### config.mk
export PLATFORM = sky130hd
export DESIGN_NAME = inst_sram_bridge_flat
export DESIGN_NICKNAME = d
export VERILOG_FILES = /design/src/rtl/inst_sram_bridge_pkg.sv /design/src/rtl/inst_sram_bridge_if.sv /design/src/rtl/inst_sram_bridge.sv /design/src/flat_wrapper.sv
export SDC_FILE = /design/constraint.sdc
export NUM_CORES = 1
export LEC_CHECK = 0
export BUFFER_PORTS_ARGS = -buffer_cell sky130_fd_sc_hd__buf_4
export CAP_MARGIN = 0
export CORE_MARGIN = 4
export CORE_UTILIZATION = 44
export CTS_CLUSTER_SIZE = 20
export DETAILED_ROUTE_END_ITERATION = 10
export PLACE_DENSITY = 0.91
export SLEW_MARGIN = 0
export SYNTH_ARGS = -nofsm -noshare
export SYNTH_HDL_FRONTEND = slang
export SYNTH_SLANG_ARGS = --single-unit
### constraint.sdc
create_clock -name clk -period 1.7 [get_ports clk]
set_input_delay 0.34 -clock clk [delete_from_list [all_inputs] [get_ports clk]]
set_output_delay 0.34 -clock clk [all_outputs]
set_load 0.03 [all_outputs]
### src/rtl/inst_sram_bridge_pkg.sv
// Shared types and constants for the fetch-side SRAM bridge.
package inst_sram_bridge_pkg;

    typedef enum logic [2:0] {
        ST_IDLE    = 3'd0,
        ST_ADDR    = 3'd1,
        ST_DATA    = 3'd2,
        ST_HOLD    = 3'd3,
        ST_DISCARD = 3'd4
    } state_e;

    localparam logic [1:0] SIZE_WORD = 2'b10;

    function automatic logic is_word_aligned(input logic [1:0] addr_lsb);
        return (addr_lsb == 2'b00);
    endfunction

endpackage

### src/rtl/inst_sram_bridge_if.sv
// SRAM-like instruction bus (req/addr_ok/data_ok) between the fetch bridge and its slave.
interface inst_sram_bridge_if #(
    parameter int ADDR_W = 32,
    parameter int DATA_W = 32
) ();

    logic              inst_req;
    logic              inst_wr;
    logic [1:0]        inst_size;
    logic [ADDR_W-1:0] inst_addr;
    logic [DATA_W-1:0] inst_wdata;
    logic              inst_addr_ok;
    logic              inst_data_ok;
    logic [DATA_W-1:0] inst_rdata;

    modport master (
        output inst_req,
        output inst_wr,
        output inst_size,
        output inst_addr,
        output inst_wdata,
        input  inst_addr_ok,
        input  inst_data_ok,
        input  inst_rdata
    );

    modport slave (
        input  inst_req,
        input  inst_wr,
        input  inst_size,
        input  inst_addr,
        input  inst_wdata,
        output inst_addr_ok,
        output inst_data_ok,
        output inst_rdata
    );

endinterface

### src/rtl/inst_sram_bridge.sv
// Fetch-stage bridge: one SRAM-bus read per instruction, holds the word while the pipeline stalls.
// Optional IF_ADDR_ALIGN_CHK_EN: misaligned pcF skips the bus and returns RESET_INSTR.
module inst_sram_bridge
    import inst_sram_bridge_pkg::*;
#(
    parameter int                ADDR_W      = 32,
    parameter int                DATA_W      = 32,
    parameter logic [DATA_W-1:0] RESET_INSTR = '0
) (
    input  logic              clk,
    input  logic              rst,
    input  logic [ADDR_W-1:0] pcF,
    input  logic              inst_en,
    input  logic              longest_stall,
    input  logic              flush_except,
    output logic [DATA_W-1:0] instrF,
    output logic              stallreq_from_if,
    inst_sram_bridge_if.master bus
);

    state_e            state_q, state_d;
    logic [ADDR_W-1:0] addr_q, addr_d;
    logic [DATA_W-1:0] instr_buf_q, instr_buf_d;
    logic              cancel_q, cancel_d;

    logic              req_c;
    logic [ADDR_W-1:0] addr_c;

    always_ff @(posedge clk) begin
        if (rst) begin
            state_q     <= ST_IDLE;
            addr_q      <= '0;
            instr_buf_q <= RESET_INSTR;
            cancel_q    <= 1'b0;
        end else begin
            state_q     <= state_d;
            addr_q      <= addr_d;
            instr_buf_q <= instr_buf_d;
            cancel_q    <= cancel_d;
        end
    end

    always_comb begin
        state_d     = state_q;
        addr_d      = addr_q;
        instr_buf_d = instr_buf_q;
        cancel_d    = cancel_q;
        req_c       = 1'b0;
        addr_c      = addr_q;

        case (state_q)
            ST_IDLE: begin
                if (inst_en && !flush_except) begin
`ifdef IF_ADDR_ALIGN_CHK_EN
                    if (!is_word_aligned(pcF[1:0])) begin
                        // No bus cycle; the datapath reports AdEL from its own check.
                        instr_buf_d = RESET_INSTR;
                        state_d     = ST_HOLD;
                    end else begin
                        req_c   = 1'b1;
                        addr_c  = pcF;
                        addr_d  = pcF;
                        state_d = bus.inst_addr_ok ? ST_DATA : ST_ADDR;
                    end
`else
                    req_c   = 1'b1;
                    addr_c  = pcF;
                    addr_d  = pcF;
                    state_d = bus.inst_addr_ok ? ST_DATA : ST_ADDR;
`endif
                end
            end

            ST_ADDR: begin
                // A request once raised stays up until accepted, even across a flush.
                req_c  = 1'b1;
                addr_c = addr_q;
                if (flush_except) begin
                    cancel_d = 1'b1;
                end
                if (bus.inst_addr_ok) begin
                    state_d = (cancel_q || flush_except) ? ST_DISCARD : ST_DATA;
                end
            end

            ST_DATA: begin
                if (bus.inst_data_ok) begin
                    if (flush_except) begin
                        state_d = ST_IDLE;
                    end else begin
                        instr_buf_d = bus.inst_rdata;
                        state_d     = ST_HOLD;
                    end
                end else if (flush_except) begin
                    state_d = ST_DISCARD;
                end
            end

            ST_DISCARD: begin
                if (bus.inst_data_ok) begin
                    cancel_d = 1'b0;
                    state_d  = ST_IDLE;
                end
            end

            ST_HOLD: begin
                if (!longest_stall || flush_except) begin
                    state_d = ST_IDLE;
                end
            end

            default: begin
                state_d = ST_IDLE;
            end
        endcase
    end

    assign stallreq_from_if = (inst_en && (state_q != ST_HOLD))
                            || (state_q == ST_DISCARD)
                            || ((state_q == ST_ADDR) && cancel_q);

    assign instrF         = instr_buf_q;
    assign bus.inst_req   = req_c;
    assign bus.inst_addr  = addr_c;
    assign bus.inst_wr    = 1'b0;
    assign bus.inst_size  = SIZE_WORD;
    assign bus.inst_wdata = '0;

endmodule
### src/flat_wrapper.sv
// flat-port wrapper written by rule: the top's interface ports become plain ports
module inst_sram_bridge_flat import inst_sram_bridge_pkg::*;
#(
    parameter int                ADDR_W      = 32,
    parameter int                DATA_W      = 32,
    parameter logic [DATA_W-1:0] RESET_INSTR = '0
)
  (clk, rst, pcF, inst_en, longest_stall, flush_except, instrF, stallreq_from_if, bus_inst_req, bus_inst_wr, bus_inst_size, bus_inst_addr, bus_inst_wdata, bus_inst_addr_ok, bus_inst_data_ok, bus_inst_rdata);
  inst_sram_bridge_if #(.ADDR_W(ADDR_W), .DATA_W(DATA_W)) bus_i ();
  input  logic clk;
  input  logic rst;
  input  logic [ADDR_W-1:0] pcF;
  input  logic inst_en;
  input  logic longest_stall;
  input  logic flush_except;
  output logic [DATA_W-1:0] instrF;
  output logic stallreq_from_if;
  output wire logic [$bits(bus_i.inst_req)-1:0] bus_inst_req;
  output wire logic [$bits(bus_i.inst_wr)-1:0] bus_inst_wr;
  output wire logic [$bits(bus_i.inst_size)-1:0] bus_inst_size;
  output wire logic [$bits(bus_i.inst_addr)-1:0] bus_inst_addr;
  output wire logic [$bits(bus_i.inst_wdata)-1:0] bus_inst_wdata;
  input wire logic [$bits(bus_i.inst_addr_ok)-1:0] bus_inst_addr_ok;
  input wire logic [$bits(bus_i.inst_data_ok)-1:0] bus_inst_data_ok;
  input wire logic [$bits(bus_i.inst_rdata)-1:0] bus_inst_rdata;
  assign bus_inst_req = bus_i.inst_req;
  assign bus_inst_wr = bus_i.inst_wr;
  assign bus_inst_size = bus_i.inst_size;
  assign bus_inst_addr = bus_i.inst_addr;
  assign bus_inst_wdata = bus_i.inst_wdata;
  assign bus_i.inst_addr_ok = bus_inst_addr_ok;
  assign bus_i.inst_data_ok = bus_inst_data_ok;
  assign bus_i.inst_rdata = bus_inst_rdata;
  inst_sram_bridge #(.ADDR_W(ADDR_W), .DATA_W(DATA_W), .RESET_INSTR(RESET_INSTR)) u_core (.clk(clk), .rst(rst), .pcF(pcF), .inst_en(inst_en), .longest_stall(longest_stall), .flush_except(flush_except), .instrF(instrF), .stallreq_from_if(stallreq_from_if), .bus(bus_i));
endmodule
---- Yosys cells after proc, flatten, opt, wreduce, memory -nomap -nowiden ----
Cells that the tools add are included.
word-level totals
  logic and storage cells ................. 47
  output and inout port bits .............. 101
  input port bits ......................... 71
  register bits after elaboration ......... 68
cells by class
  reductions and logical operators ........ 14
  bitwise operators ....................... 1
  equal/unequal tests ..................... 11
  mux-type cells .......................... 17
operator list
  cell                  count
  $mux W32              2
  $mux W3               7
  $pmux W3 S5           1
  $eq A3 B2 Y1 const B  2
  $ne A2 B2 Y1 const B  3
  $reduce_and A3 Y1     2
  $reduce_and A5 Y1     1
  $logic_or A1 B1 Y1    4
  $mux W2               2
  $ne A2 B1 Y1 const B  2
  $pmux W1 S2           2
  $eq A3 B1 Y1 const B  1
  $eq A3 B3 Y1 const B  1
  $logic_and A1 B1 Y1   3
  $logic_not A3 Y1      1
  $mux W1               3
  $ne A3 B2 Y1 const B  1
  $ne A3 B3 Y1 const B  1
  $logic_not A1 Y1      2
  $reduce_bool A2 Y1    1
  $not A1 Y1            1

---- Depth between registers and ports, before layout ----
Gate-level depths: netlist of the first run.
  depth after elaboration ................. 4
  depth in mapped cells ................... 7
  mapped depth without buffers ............ 4

---- Least setup slack after synthesis of the first run ----
No wires, ideal clock.
  path type ............................... reg-to-output
  start point ............................. register u_core.state_q[0]
  end point ............................... output port stallreq_from_if
  data required time ...................... 1.360 ns
  path buffers ............................ 2
  path slack .............................. -0.005 ns
  cell stages (with the launch flop) ...... 5
  arrival time ............................ 1.365 ns
  cell sequence ........................... dfxtp_1 -> buf_6 -> clkbuf_1 -> a31oi_1 -> o221ai_1
on the way
  word-level cells in the longest chain between the ends .. 4
  elaborated cells between the ends (all ways) .. 7
  classes of those cells .................. eq/ne: 3; reduce/logical: 4
ends and longest elaborated chain
  item                      line                     source
  start: declaration        inst_sram_bridge.sv:21   state_e state_q, state_d;
  start signal: assignment  inst_sram_bridge.sv:36   state_q <= state_d;
  $ne A3 B2 Y1              inst_sram_bridge.sv:118  assign stallreq_from_if = (inst_en && (state_q != ST_HOLD))
  $logic_and A1 B1 Y1       inst_sram_bridge.sv:118
  $logic_or A1 B1 Y1        inst_sram_bridge.sv:119  || (state_q == ST_DISCARD)
  $logic_or A1 B1 Y1 *      inst_sram_bridge.sv:120  || ((state_q == ST_ADDR) && cancel_q);
  end: declaration          flat_wrapper.sv:17       output logic stallreq_from_if;
Mark *: on every way between the ends. The rest lies on a longest branch, timed or not.

---- Final worst setup path of the first run ----
  start point ............................. register u_core.state_q[0]
  end point ............................... output port bus_inst_addr[14]
on the way
  word-level cells in the longest chain between the ends .. 2
ends and longest elaborated chain
  item              line                    source
  $logic_not A3 Y1  inst_sram_bridge.sv:51  case (state_q)
  $mux W32          inst_sram_bridge.sv:51
  end: declaration  flat_wrapper.sv:21      output wire logic [$bits(bus_i.inst_addr)-1:0] bus_inst_addr;
No other way between the ends.

==> flow_metrics.env, run 1 <==
export IMPL_status="complete, but fails checks"
export IMPL_failed_checks="negative setup slack"
export IMPL_io_pins=172
export IMPL_r2r_slack_ns=0.17
export IMPL_dieWidth_um=91.35
export IMPL_cts_buffers_inserted=9
export IMPL_timing_critical_path_from_type="flip-flop"
export IMPL_antenna_diode_count=0
export IMPL_power_density_nw_per_um2=967.0
export IMPL_number_of_h_tree_levels=3
export IMPL_power_switching_share_pct=29.63
export IMPL_min_period_over_period_pct=118.9
export IMPL_rsz0062_at_grt="yes"
export IMPL_number_of_synthesized_flops_with_an_enable_pin=0
export IMPL_synth_compound_gate_area_share_pct=7.859
export IMPL_root_buffer="clkbuf_8"
export IMPL_timing_fmax_mhz=494.6
export IMPL_power_static_leakage_nw=2.096
export IMPL_min_delay_worst_endpoint="u_core.instrF[12]$_SDFFE_PP0N_"
export IMPL_via_count_of_the_first_global_routing_pass=2608
export IMPL_initial_utilization_pct=45.24
export IMPL_initialDrtViolationCount=45
export IMPL_type_of_destination_of_the_critical_path="output pin"
export IMPL_drv_slew=0
export IMPL_area_delta_synth_final_pct=45.60
export IMPL_seqPwrFrac_pct=39.3
export IMPL_timing_critical_path_required_ns=1.36
export IMPL_total_detailed_routing_wirelength_um=7559
export IMPL_sequential_cell_area_um2=1363
export IMPL_first_pass_iters=4
export IMPL_finalNonFillerCells=548
export IMPL_combinational_family_with_the_most_area_after_synthesis="simple AND/OR/NAND/NOR gates"
export IMPL_place_gp_congestion=0.8342
export IMPL_post_place_cells=529
export IMPL_finish_utilization_pct=65.87
export IMPL_grt_max_degree=38
export IMPL_synthDistinctLibCells=31
export IMPL_critical_path_cell_chain="nor3b_4 -> nand2_2 -> buf_12 -> mux2_4 -> buf_6"
export IMPL_cts_sink_count=68
export IMPL_hold_viol_final=0
export IMPL_holdCritStartpoint="bus_inst_rdata[12]"
export IMPL_maximum_vdd_ir_drop_mv=0.6130
export IMPL_netlist_top_cell_by_area="dfxtp_1"
export IMPL_synth_avg_cell_area_um2=9.463
export IMPL_clock_share_of_power_pct=34.4
export IMPL_worst_clock_skew_ns=0.009545
export IMPL_r2r_start="u_core.state_q[0]$_SDFFE_PP0P_"
export IMPL_post_route_worst_setup_slack_ns=-0.3220
export IMPL_cp_data_arrival_time_ns=1.68
export IMPL_placed_area_um2=4071
export IMPL_internal_power_mw=3.029
export IMPL_dr_total_vias=2539
export IMPL_ys_async_sr_fraction_pct=0
export IMPL_hold_path_depth=3
export IMPL_p_comb_share_pct=26.4
export IMPL_drv_cap=0
export IMPL_yosys_most_used_dff="dfxtp_1"
export IMPL_ff2ff_path_depth=6
export IMPL_synth_warning_count=0
export IMPL_placement_rows=30
export IMPL_portBuffers=136
export IMPL_overflow=0
export IMPL_number_of_antenna_violations_at_the_first_check_in_global_routing=0
export IMPL_netlist_top_cells_area="dfxtp_1 45%, mux2_4 14%, buf_4 8.6%"
export IMPL_timing_critical_path_slowest_stage_cell="dfxtp_2"
export IMPL_route_detailed_vias_per_inst=4.633
export IMPL_synth_cell_area_um2=3057
export IMPL_finalSetupViolCount=34
export IMPL_r2r_end="u_core.addr_q[21]$_SDFF_PP0_"
export IMPL_die_height_um=91.35
export IMPL_clock_pin_slew_on_the_worst_setup_and_hold_paths_ns=0.08
export IMPL_drcViolationCount=0
export IMPL_cts_max_path_buffers=2
export IMPL_fraction_of_synthesized_cell_area_in_xor_and_xnor_cells_pct=0
export IMPL_fillers=539
export IMPL_kind_of_cell_adding_the_most_delay_to_the_critical_path="flip-flops"
export IMPL_post_dp_hpwl_um=5728
export IMPL_synth_top_area_share_pct=44.54
export IMPL_synthesis_instances=323
export IMPL_drt_antenna_violating_nets=0
export IMPL_worst_path_max_fanout=20
export IMPL_layout_min_cycle_time_ns=2.022
export IMPL_detail_route_wl_per_cell_um=13.79
export IMPL_clk_insertion_delay_late_ns=0.34
export IMPL_synthSimpleGateAreaFrac_pct=18.46
export IMPL_multiInputGateArea_um2=1441
export IMPL_synth_ff_latch_count=68
export IMPL_worstHoldPathType="input port to flip-flop"
export IMPL_global_route_usage_total_pct=17.72
export IMPL_totalNegativeSetupSlack_ns=-9.651
export IMPL_cts_hold_fix_buffers=0
export IMPL_die_area_um2=8345
export IMPL_drive_above_1_share_pct=44.44
export IMPL_synth_yosys_seq_area_share_pct=44.54
export IMPL_grt_first_pass_wirelength_um=11930
export IMPL_nNetsFinal=534
export IMPL_critPathKind="flip-flop to output pin"
export IMPL_synthMuxAreaShare_pct=16.05
export IMPL_cpPeakStageDelay_ns=0.34
export IMPL_total_switching_power_mw=1.275
export IMPL_cts_tree="yes"
export IMPL_path_buf_inv=2
export IMPL_postLayoutCellArea_um2=4451
export IMPL_area_share_of_fa_ha_maj_cells_after_synthesis_pct=0
export IMPL_placeableCoreArea_um2=6756
[cells by family after synthesis]
group	count (synthesis)
other	2
DFF	68
AOI/OAI and AO/OA	43
and+or+nand+nor	116
buffers and inverters	60
muxes	34
[synthesized netlist by cell type, drive strengths merged, types with 2 or more instances]
master / instances
a21oi: 32
a31oi: 3
nand3b: 2
nor4: 2
nand2: 69
clkbuf: 12
nand2b: 2
buf: 44
conb: 2
dfxtp: 68
nor3: 3
mux2: 33
o21ai: 2
inv: 4
and2: 32
nor2: 4
[sequential cells by signal, summed over array words and instances (netlist names)]
| signal | count |
|---|---|
| u_core.state_q | 3 |
| u_core.cancel_q | 1 |
| u_core.addr_q | 32 |
| u_core.instrF | 32 |
[placed cells by master (no fill, tap or decap), types with 2 or more instances in the layout]
| cell type | count |
|---|---|
| nand2b_1 | 2 |
| mux2_2 | 4 |
| buf_12 | 3 |
| buf_6 | 35 |
| inv_1 | 4 |
| clkbuf_8 | 9 |
| bufinv_16 | 2 |
| nand3b_1 | 2 |
| buf_4 | 114 |
| dfxtp_1 | 67 |
| inv_6 | 2 |
| a31oi_1 | 3 |
| nor3_1 | 2 |
| nor4_1 | 2 |
| nand2_2 | 2 |
| a21oi_1 | 32 |
| mux2_4 | 29 |
| conb_1 | 35 |
| nand2_1 | 67 |
| clkinvlp_4 | 2 |
| and2_1 | 32 |
| nor2_1 | 3 |
| o21ai_0 | 2 |
[worst min-delay path, cell delays in order]
cell,delay [ns]
buf_4,0.10
nand2_1,0.04
a21oi_1,0.05
[worst max-delay path by stage]
stage | from | end | slack, ns | cells past startpoint
after floorplan | u_core.state_q[0]$_SDFFE_PP0P_ | bus_inst_addr[10] | 0.1 | 5
after global placement | inst_en | bus_inst_addr[1] | -0.07 | 6
after detailed placement | inst_en | bus_inst_addr[0] | -0.10 | 6
after CTS | u_core.state_q[0]$_SDFFE_PP0P_ | bus_inst_addr[24] | -0.35 | 5
after global routing | u_core.state_q[0]$_SDFFE_PP0P_ | bus_inst_addr[5] | -0.38 | 5
final | u_core.state_q[0]$_SDFFE_PP0P_ | bus_inst_addr[14] | -0.32 | 5
[area by class of cell]
| type | count | area share, % |
|---|---|---|
| clock buffers | 9 | 2.783 |
| clock inverters | 7 | 2.193 |
| well taps | 80 | 2.249 |
| multi-input cells | 228 | 32.39 |
| flip-flops and latches | 68 | 30.62 |
| repair buffers | 152 | 29.43 |
| inverters | 4 | 0.3374 |
[layer usage]
| layer | wire, um | vias to the layer above | part of all wire, % | GRT usage, % |
|---|---|---|---|---|
| li1 | - | 1261 | - | - |
| met1 | 2701 | 1172 | 36 | 17.69 |
| met2 | 4220 | 96 | 56 | 33.78 |
| met3 | 529 | 10 | 7.0 | 6.131 |
| met4 | 108 | 0 | 1.4 | 5.905 |
| met5 | 0 | - | 0 | 0 |
[stage by stage]
step	setup WS, ns	hold slack [ns]	total power, mW
4_1_cts	-0.3455	0.2282	4.318
5_1_grt	-0.3800	0.2325	4.477
6_report	-0.3220	0.2431	4.304
2_1_floorplan	0.09910	0.4567	2.469
3_3_place_gp	-0.07312	0.4425	2.745
3_5_place_dp	-0.1013	0.4468	2.774
[power groups by stage]
stage	registers (mW)	clock network (mW)	logic [mW]
5_1_grt	1.70	1.58	1.20
3_3_place_gp	1.72	0	1.02
4_1_cts	1.69	1.51	1.12
2_1_floorplan	1.74	0	0.730
3_5_place_dp	1.73	0	1.05
6_report	1.69	1.48	1.13
[timing repair]
item	CTS	global route
resized for setup	30	7
cloned	0	0
setup endpoints to repair	34	34
pin swaps	0	1
buffers inserted	1	2
No activity file was read; power rests on OpenSTA's default activity.
==> inputs of run 2 (changes only) <==
--- a/config.mk
+++ b/config.mk
@@ -12,6 +12,7 @@
 export CTS_CLUSTER_SIZE = 20
 export DETAILED_ROUTE_END_ITERATION = 10
 export PLACE_DENSITY = 0.91
+export RECOVER_POWER = 100
 export SLEW_MARGIN = 0
 export SYNTH_ARGS = -nofsm -noshare
 export SYNTH_HDL_FRONTEND = slang
==> run 2 against run 1 <==
Flip-flop and latch count stayed put. Clock-buffer cell count stayed put. Combinational power hardly changed. The flow still finishes with violations (negative setup slack). Non-clock buffer count stayed put. Critical endpoint unchanged. Die area stayed put. Global-route usage stayed put. Via count is 0.95% higher.
==> flow_metrics.env, run 2 (same netlist as run 1, synthesis figures left out) <==
export IMPL_status="complete, but fails checks"
export IMPL_failed_checks="negative setup slack"
export IMPL_min_period_over_period_pct=118.8
export IMPL_finalSetupViolCount=34
export IMPL_route_detailed_vias_per_inst=4.677
export IMPL_dieWidth_um=91.35
export IMPL_met2_usage_pct=33.78
export IMPL_place_gp_congestion=0.8342
export IMPL_grt_busiest_layer="met2"
export IMPL_first_pass_iters=5
export IMPL_cts_sink_count=68
export IMPL_number_of_antenna_violations_at_the_first_check_in_global_routing=0
export IMPL_drv_cap=0
export IMPL_total_detailed_routing_wirelength_um=7545
export IMPL_power_static_leakage_nw=1.959
export IMPL_detail_route_wl_per_cell_um=13.77
export IMPL_die_area_um2=8345
export IMPL_layout_min_cycle_time_ns=2.020
export IMPL_final_cell_mix="82 x buf_4, 67 x nand2_1, 67 x dfxtp_1"
export IMPL_root_buffer="clkbuf_8"
export IMPL_timing_critical_path_required_ns=1.36
export IMPL_final_common_cell="buf_4"
export IMPL_overflow=0
export IMPL_post_route_worst_setup_slack_ns=-0.3203
export IMPL_cts_tree="yes"
export IMPL_power_density_nw_per_um2=992.1
export IMPL_global_route_usage_total_pct=17.72
export IMPL_nNetsFinal=534
export IMPL_critPathKind="flip-flop to output pin"
export IMPL_timing_fmax_mhz=495.0
export IMPL_via_count_of_the_first_global_routing_pass=2608
export IMPL_drive_above_1_share_pct=37.61
export IMPL_cts_max_path_buffers=2
export IMPL_post_place_cells=529
export IMPL_dr_total_vias=2563
export IMPL_drv_slew=0
export IMPL_number_of_h_tree_levels=3
export IMPL_drt_antenna_violating_nets=0
export IMPL_global_route_usage_met1_pct=17.69
export IMPL_hold_viol_final=0
export IMPL_placeableCoreArea_um2=6756
export IMPL_type_of_destination_of_the_critical_path="output pin"
export IMPL_placement_rows=30
export IMPL_post_dp_hpwl_um=5728
export IMPL_die_height_um=91.35
export IMPL_initial_utilization_pct=45.24
export IMPL_worst_path_max_fanout=20
export IMPL_maximum_vdd_ir_drop_mv=0.6143
export IMPL_antenna_diode_count=0
export IMPL_finish_utilization_pct=64.09
export IMPL_cts_buffers_inserted=9
export IMPL_io_pins=172
export IMPL_clock_pin_slew_on_the_worst_setup_and_hold_paths_ns=0.08
export IMPL_area_delta_synth_final_pct=41.67
export IMPL_rsz0062_at_grt="yes"
export IMPL_clk_insertion_delay_late_ns=0.34
export IMPL_cp_data_arrival_time_ns=1.68
export IMPL_global_route_usage_met3_pct=6.131
export IMPL_timing_critical_path_from_type="flip-flop"
export IMPL_finalNonFillerCells=548
export IMPL_grt_max_degree=38
export IMPL_worst_clock_skew_ns=0.009622
export IMPL_worstHoldPathType="input port to flip-flop"
export IMPL_grt_first_pass_wirelength_um=11930
export IMPL_portBuffers=136
export IMPL_initialDrtViolationCount=42
export IMPL_drcViolationCount=0
[run 2: layout make-up]
type | instances | area [um^2]
fill | 569 | 2426
multi-input combinational | 228 | 1441
sequential | 68 | 1363
timing repair buffer | 152 | 1190
clock buffer | 9 | 123.9
tap | 80 | 100.1
clock inverter | 7 | 97.59
inverter | 4 | 15.01
[run 2: worst paths after layout]
| path | from | to | slack [ns] | cells after the start |
|---|---|---|---|---|
| setup reg to reg | u_core.state_q[0]$_SDFFE_PP0P_ | u_core.addr_q[21]$_SDFF_PP0_ | 0.17 | 6 |
| setup / recovery | u_core.state_q[0]$_SDFFE_PP0P_ | bus_inst_addr[14] | -0.32 | 5 |
| hold reg to reg | u_core.instrF[14]$_SDFFE_PP0N_ | u_core.instrF[14]$_SDFFE_PP0N_ | 0.45 | 2 |
| hold / removal | bus_inst_rdata[12] | u_core.instrF[12]$_SDFFE_PP0N_ | 0.24 | 3 |
[run 2: power by group]
group          internal [mW]  switching (mW)  total, mW
clock                  0.833           0.648       1.48
sequential              1.66          0.0270       1.69
combinational          0.523           0.602       1.12
total                   3.02            1.28       4.30
[run 2: what timing repair did]
action	CTS	global route
pin swaps	0	1
gates resized for setup	30	7
buffers inserted	1	2
hold buffers	0	0
endpoints found under the setup margin	34	34
gates cloned	0	0
[run 2: stage by stage]
step	area [um^2]	total power, mW	TNS, ns	setup WS [ns]	hold WS, ns
after CTS	4409	4.318	-10.25	-0.3455	0.2282
after floorplan	3187	2.469	0	0.09910	0.4567
final	4330	4.296	-9.585	-0.3203	0.2435
after global routing	4330	4.467	-11.90	-0.3800	0.2325
after detailed placement	4071	2.774	-2.482	-0.1013	0.4468
after global placement	4071	2.745	-1.702	-0.07312	0.4425
[run 2: per-layer routing]
layer	vias to the layer above	share of wire (%)
met5	-	0
met2	95	56
met4	0	1.5
met3	11	7.0
li1	1262	-
met1	1195	36
[run 2: critical path: stages (launching register included)]
cell and delay [ns]:
dfxtp_2 0.34, nor3b_4 0.21, nand2_2 0.13, buf_12 0.19, mux2_4 0.32, buf_6 0.14
==> inputs of run 3 (changes only) <==
--- a/config.mk
+++ b/config.mk
@@ -5,10 +5,11 @@
 export SDC_FILE = /design/constraint.sdc
 export NUM_CORES = 1
 export LEC_CHECK = 0
+export ABC_AREA = 1
 export BUFFER_PORTS_ARGS = -buffer_cell sky130_fd_sc_hd__buf_4
 export CAP_MARGIN = 0
 export CORE_MARGIN = 4
-export CORE_UTILIZATION = 44
+export CORE_UTILIZATION = 45
 export CTS_CLUSTER_SIZE = 20
 export DETAILED_ROUTE_END_ITERATION = 10
 export PLACE_DENSITY = 0.91
==> run 3 against run 2 <==
Worst hold slack got worse by 0.028 ns. Clock-buffer cell count increased by 2. Largest power group is now combinational cells. Non-clock buffer count increased by 30. Flip-flop and latch count unchanged. Core utilization increased by 6.5 points. Total power increased by 71%. Combinational power increased to 3.7 times the previous value. Area after synthesis increased by 6.6%. Die area increased by 3.8%. The run still ends with negative setup slack left. Sequential power increased by 17%. Routed wire length increased by 32%.
==> flow_metrics.env, run 3 <==
export IMPL_portBuffers=136
export IMPL_timing_fmax_mhz=499.8
export IMPL_route_detailed_vias_per_inst=4.583
export IMPL_synthMuxAreaShare_pct=0
export IMPL_number_of_antenna_violations_at_the_first_check_in_global_routing=0
export IMPL_ys_async_sr_fraction_pct=0
export IMPL_nNetsFinal=680
export IMPL_clk_insertion_delay_late_ns=0.33
export IMPL_timing_critical_path_required_ns=1.36
export IMPL_synthDistinctLibCells=25
export IMPL_drcViolationCount=0
export IMPL_type_of_destination_of_the_critical_path="output pin"
export IMPL_final_common_cell="buf_4"
export IMPL_via_count_of_the_first_global_routing_pass=3040
export IMPL_finalNonFillerCells=709
export IMPL_dieWidth_um=93.09
export IMPL_cts_tree="yes"
export IMPL_die_area_um2=8666
export IMPL_grt_first_pass_wirelength_um=13340
export IMPL_rsz0062_at_grt="yes"
export IMPL_finish_utilization_pct=70.54
export IMPL_worstHoldPathType="input port to flip-flop"
export IMPL_holdCritStartpoint="bus_inst_data_ok"
export IMPL_drv_slew=0
export IMPL_initialDrtViolationCount=80
export IMPL_timing_critical_path_from_type="flip-flop"
export IMPL_combinational_family_with_the_most_area_after_synthesis="simple AND/OR/NAND/NOR gates"
export IMPL_r2r_slack_ns=0.27
export IMPL_cts_hold_fix_buffers=0
export IMPL_first_pass_iters=4
export IMPL_cts_sink_count=68
export IMPL_synth_cell_area_um2=3258
export IMPL_initial_utilization_pct=47.17
export IMPL_overflow=0
export IMPL_synth_most_common_cell="nor2_1"
export IMPL_clock_pin_slew_on_the_worst_setup_and_hold_paths_ns=0.08
export IMPL_area_delta_synth_final_pct=49.54
export IMPL_drv_cap=0
export IMPL_drt_antenna_violating_nets=0
export IMPL_fraction_of_synthesized_cell_area_in_xor_and_xnor_cells_pct=0
export IMPL_failed_checks="negative setup slack"
export IMPL_post_dp_hpwl_um=6250
export IMPL_hold_path_depth=2
export IMPL_r2r_start="u_core.state_q[1]$_SDFFE_PP0P_"
export IMPL_total_detailed_routing_wirelength_um=9938
export IMPL_critPathKind="flip-flop to output pin"
export IMPL_netlist_top_cells_area="dfxtp_1 42%, nor2_1 11%, inv_1 8.4%"
export IMPL_global_route_usage_total_pct=18.84
export IMPL_synth_avg_cell_area_um2=7.439
export IMPL_synth_ff_latch_count=68
export IMPL_finalSetupViolCount=34
export IMPL_area_share_of_fa_ha_maj_cells_after_synthesis_pct=0
export IMPL_synth_yosys_seq_area_share_pct=41.78
export IMPL_root_buffer="clkbuf_8"
export IMPL_post_route_worst_setup_slack_ns=-0.3008
export IMPL_synthSimpleGateAreaFrac_pct=22.04
export IMPL_report_power_total_mw=7.347
export IMPL_status="complete, but fails checks"
export IMPL_hold_viol_final=0
export IMPL_worst_path_max_fanout=6
export IMPL_hold_worst_slack_ns=0.2150
export IMPL_synth_top_cells_by_count="94 x nor2_1, 73 x inv_1, 68 x dfxtp_1"
export IMPL_die_height_um=93.09
export IMPL_cts_max_path_buffers=2
export IMPL_synth_top_area_share_pct=41.78
export IMPL_min_delay_worst_endpoint="u_core.cancel_q$_SDFFE_PP0P_"
export IMPL_placeableCoreArea_um2=6907
export IMPL_power_static_leakage_nw=2.489
export IMPL_min_period_over_period_pct=117.7
export IMPL_ff2ff_path_depth=8
export IMPL_detail_route_wl_per_cell_um=14.02
export IMPL_r2r_end="u_core.addr_q[16]$_SDFF_PP0_"
export IMPL_synth_warning_count=0
export IMPL_layout_min_cycle_time_ns=2.001
export IMPL_grt_max_degree=33
export IMPL_final_cell_mix="119 x buf_4, 93 x nor2_1, 68 x inv_1"
export IMPL_maximum_vdd_ir_drop_mv=0.6069
export IMPL_number_of_h_tree_levels=3
export IMPL_cts_buffers_inserted=9
export IMPL_yosys_most_used_dff="dfxtp_1"
export IMPL_dr_total_vias=3249
export IMPL_number_of_synthesized_flops_with_an_enable_pin=0
export IMPL_power_density_nw_per_um2=1508
export IMPL_antenna_diode_count=0
export IMPL_place_gp_congestion=0.8636
export IMPL_worst_clock_skew_ns=0.01015
export IMPL_cp_data_arrival_time_ns=1.66
export IMPL_placement_rows=30
export IMPL_drive_above_1_share_pct=39.64
export IMPL_io_pins=172
export IMPL_post_place_cells=683
export IMPL_synth_compound_gate_area_share_pct=14.21
export IMPL_synthesis_instances=438
export IMPL_netlist_top_cell_by_area="dfxtp_1"
[run 3: cell count changes after synthesis, moves of 31 or more]
cell / previous run / this run
and2_1: 32 / 0
o21ai_0: 2 / 33
inv_1: 4 / 73
nor2_1: 3 / 94
[run 3: where the power goes]
group	switching, mW	internal, mW
combinational	2.47	1.72
sequential	0.113	1.86
clock	0.592	0.596
total	3.17	4.17
[run 3: kinds of logic (layout without fill, tap and decap cells)]
logic type | Yosys count | after routing
simple gates | 167 | 168
flops | 68 | 68
compound gates | 69 | 69
buf+inv | 132 | 273
other cells | 2 | 35
[run 3: per-layer routing]
layer / part of all wire [%] / up-vias / routed length, um / global-route usage [%]
li1: - / 1590 / - / -
met2: 52 / 155 / 5208 / 34.91
met1: 37 / 1476 / 3667 / 19.98
met5: 0 / - / 0 / 0
met4: 2.2 / 0 / 220 / 6.227
met3: 8.5 / 28 / 842 / 6.114
[run 3: worst max-delay path: stages (launching register included)]
cell,delay [ns]
dfxtp_4,0.35
nor2_4,0.12
nand3_4,0.21
clkbuf_16,0.24
o21ai_2,0.17
inv_1,0.07
buf_4,0.17
[run 3: worst max-delay path by stage]
stage / from / to / slack, ns
3_3_place_gp: flush_except / bus_inst_addr[23] / -0.007
4_1_cts: u_core.state_q[1]$_SDFFE_PP0P_ / bus_inst_addr[18] / -0.24
3_5_place_dp: flush_except / bus_inst_addr[18] / -0.05
6_report: u_core.state_q[1]$_SDFFE_PP0P_ / bus_inst_addr[1] / -0.30
5_1_grt: u_core.state_q[1]$_SDFFE_PP0P_ / bus_inst_addr[17] / -0.37
2_1_floorplan: inst_en / bus_inst_addr[24] / 0.14
[run 3: timing repair]
| item | 4_1_cts | 5_1_grt |
|---|---|---|
| gates resized for setup | 25 | 39 |
| setup buffers | 3 | 1 |
| cloned | 2 | 5 |
| endpoints found under the hold margin | 0 | 0 |
| endpoints found under the setup margin | 34 | 34 |
| pin swaps | 1 | 1 |
[run 3: cell type report]
cell class / count / area, um^2
inverters: 76 / 286.5
clock inverters: 4 / 25.02
multi-input cells: 272 / 1465
clock buffers: 11 / 151.4
repair buffers: 182 / 1456
flip-flops and latches: 68 / 1368
fillers: 510 / 2034
well taps: 96 / 120.1
[run 3: stage by stage]
step | worst slack, ns | area (um^2) | TNS [ns]
2_1_floorplan | 0.1353 | 3382 | 0
6_report | -0.3008 | 4872 | -8.027
5_1_grt | -0.3699 | 4872 | -10.54
3_3_place_gp | -0.007439 | 4397 | -0.01023
4_1_cts | -0.2444 | 4720 | -6.833
3_5_place_dp | -0.05128 | 4397 | -0.8309
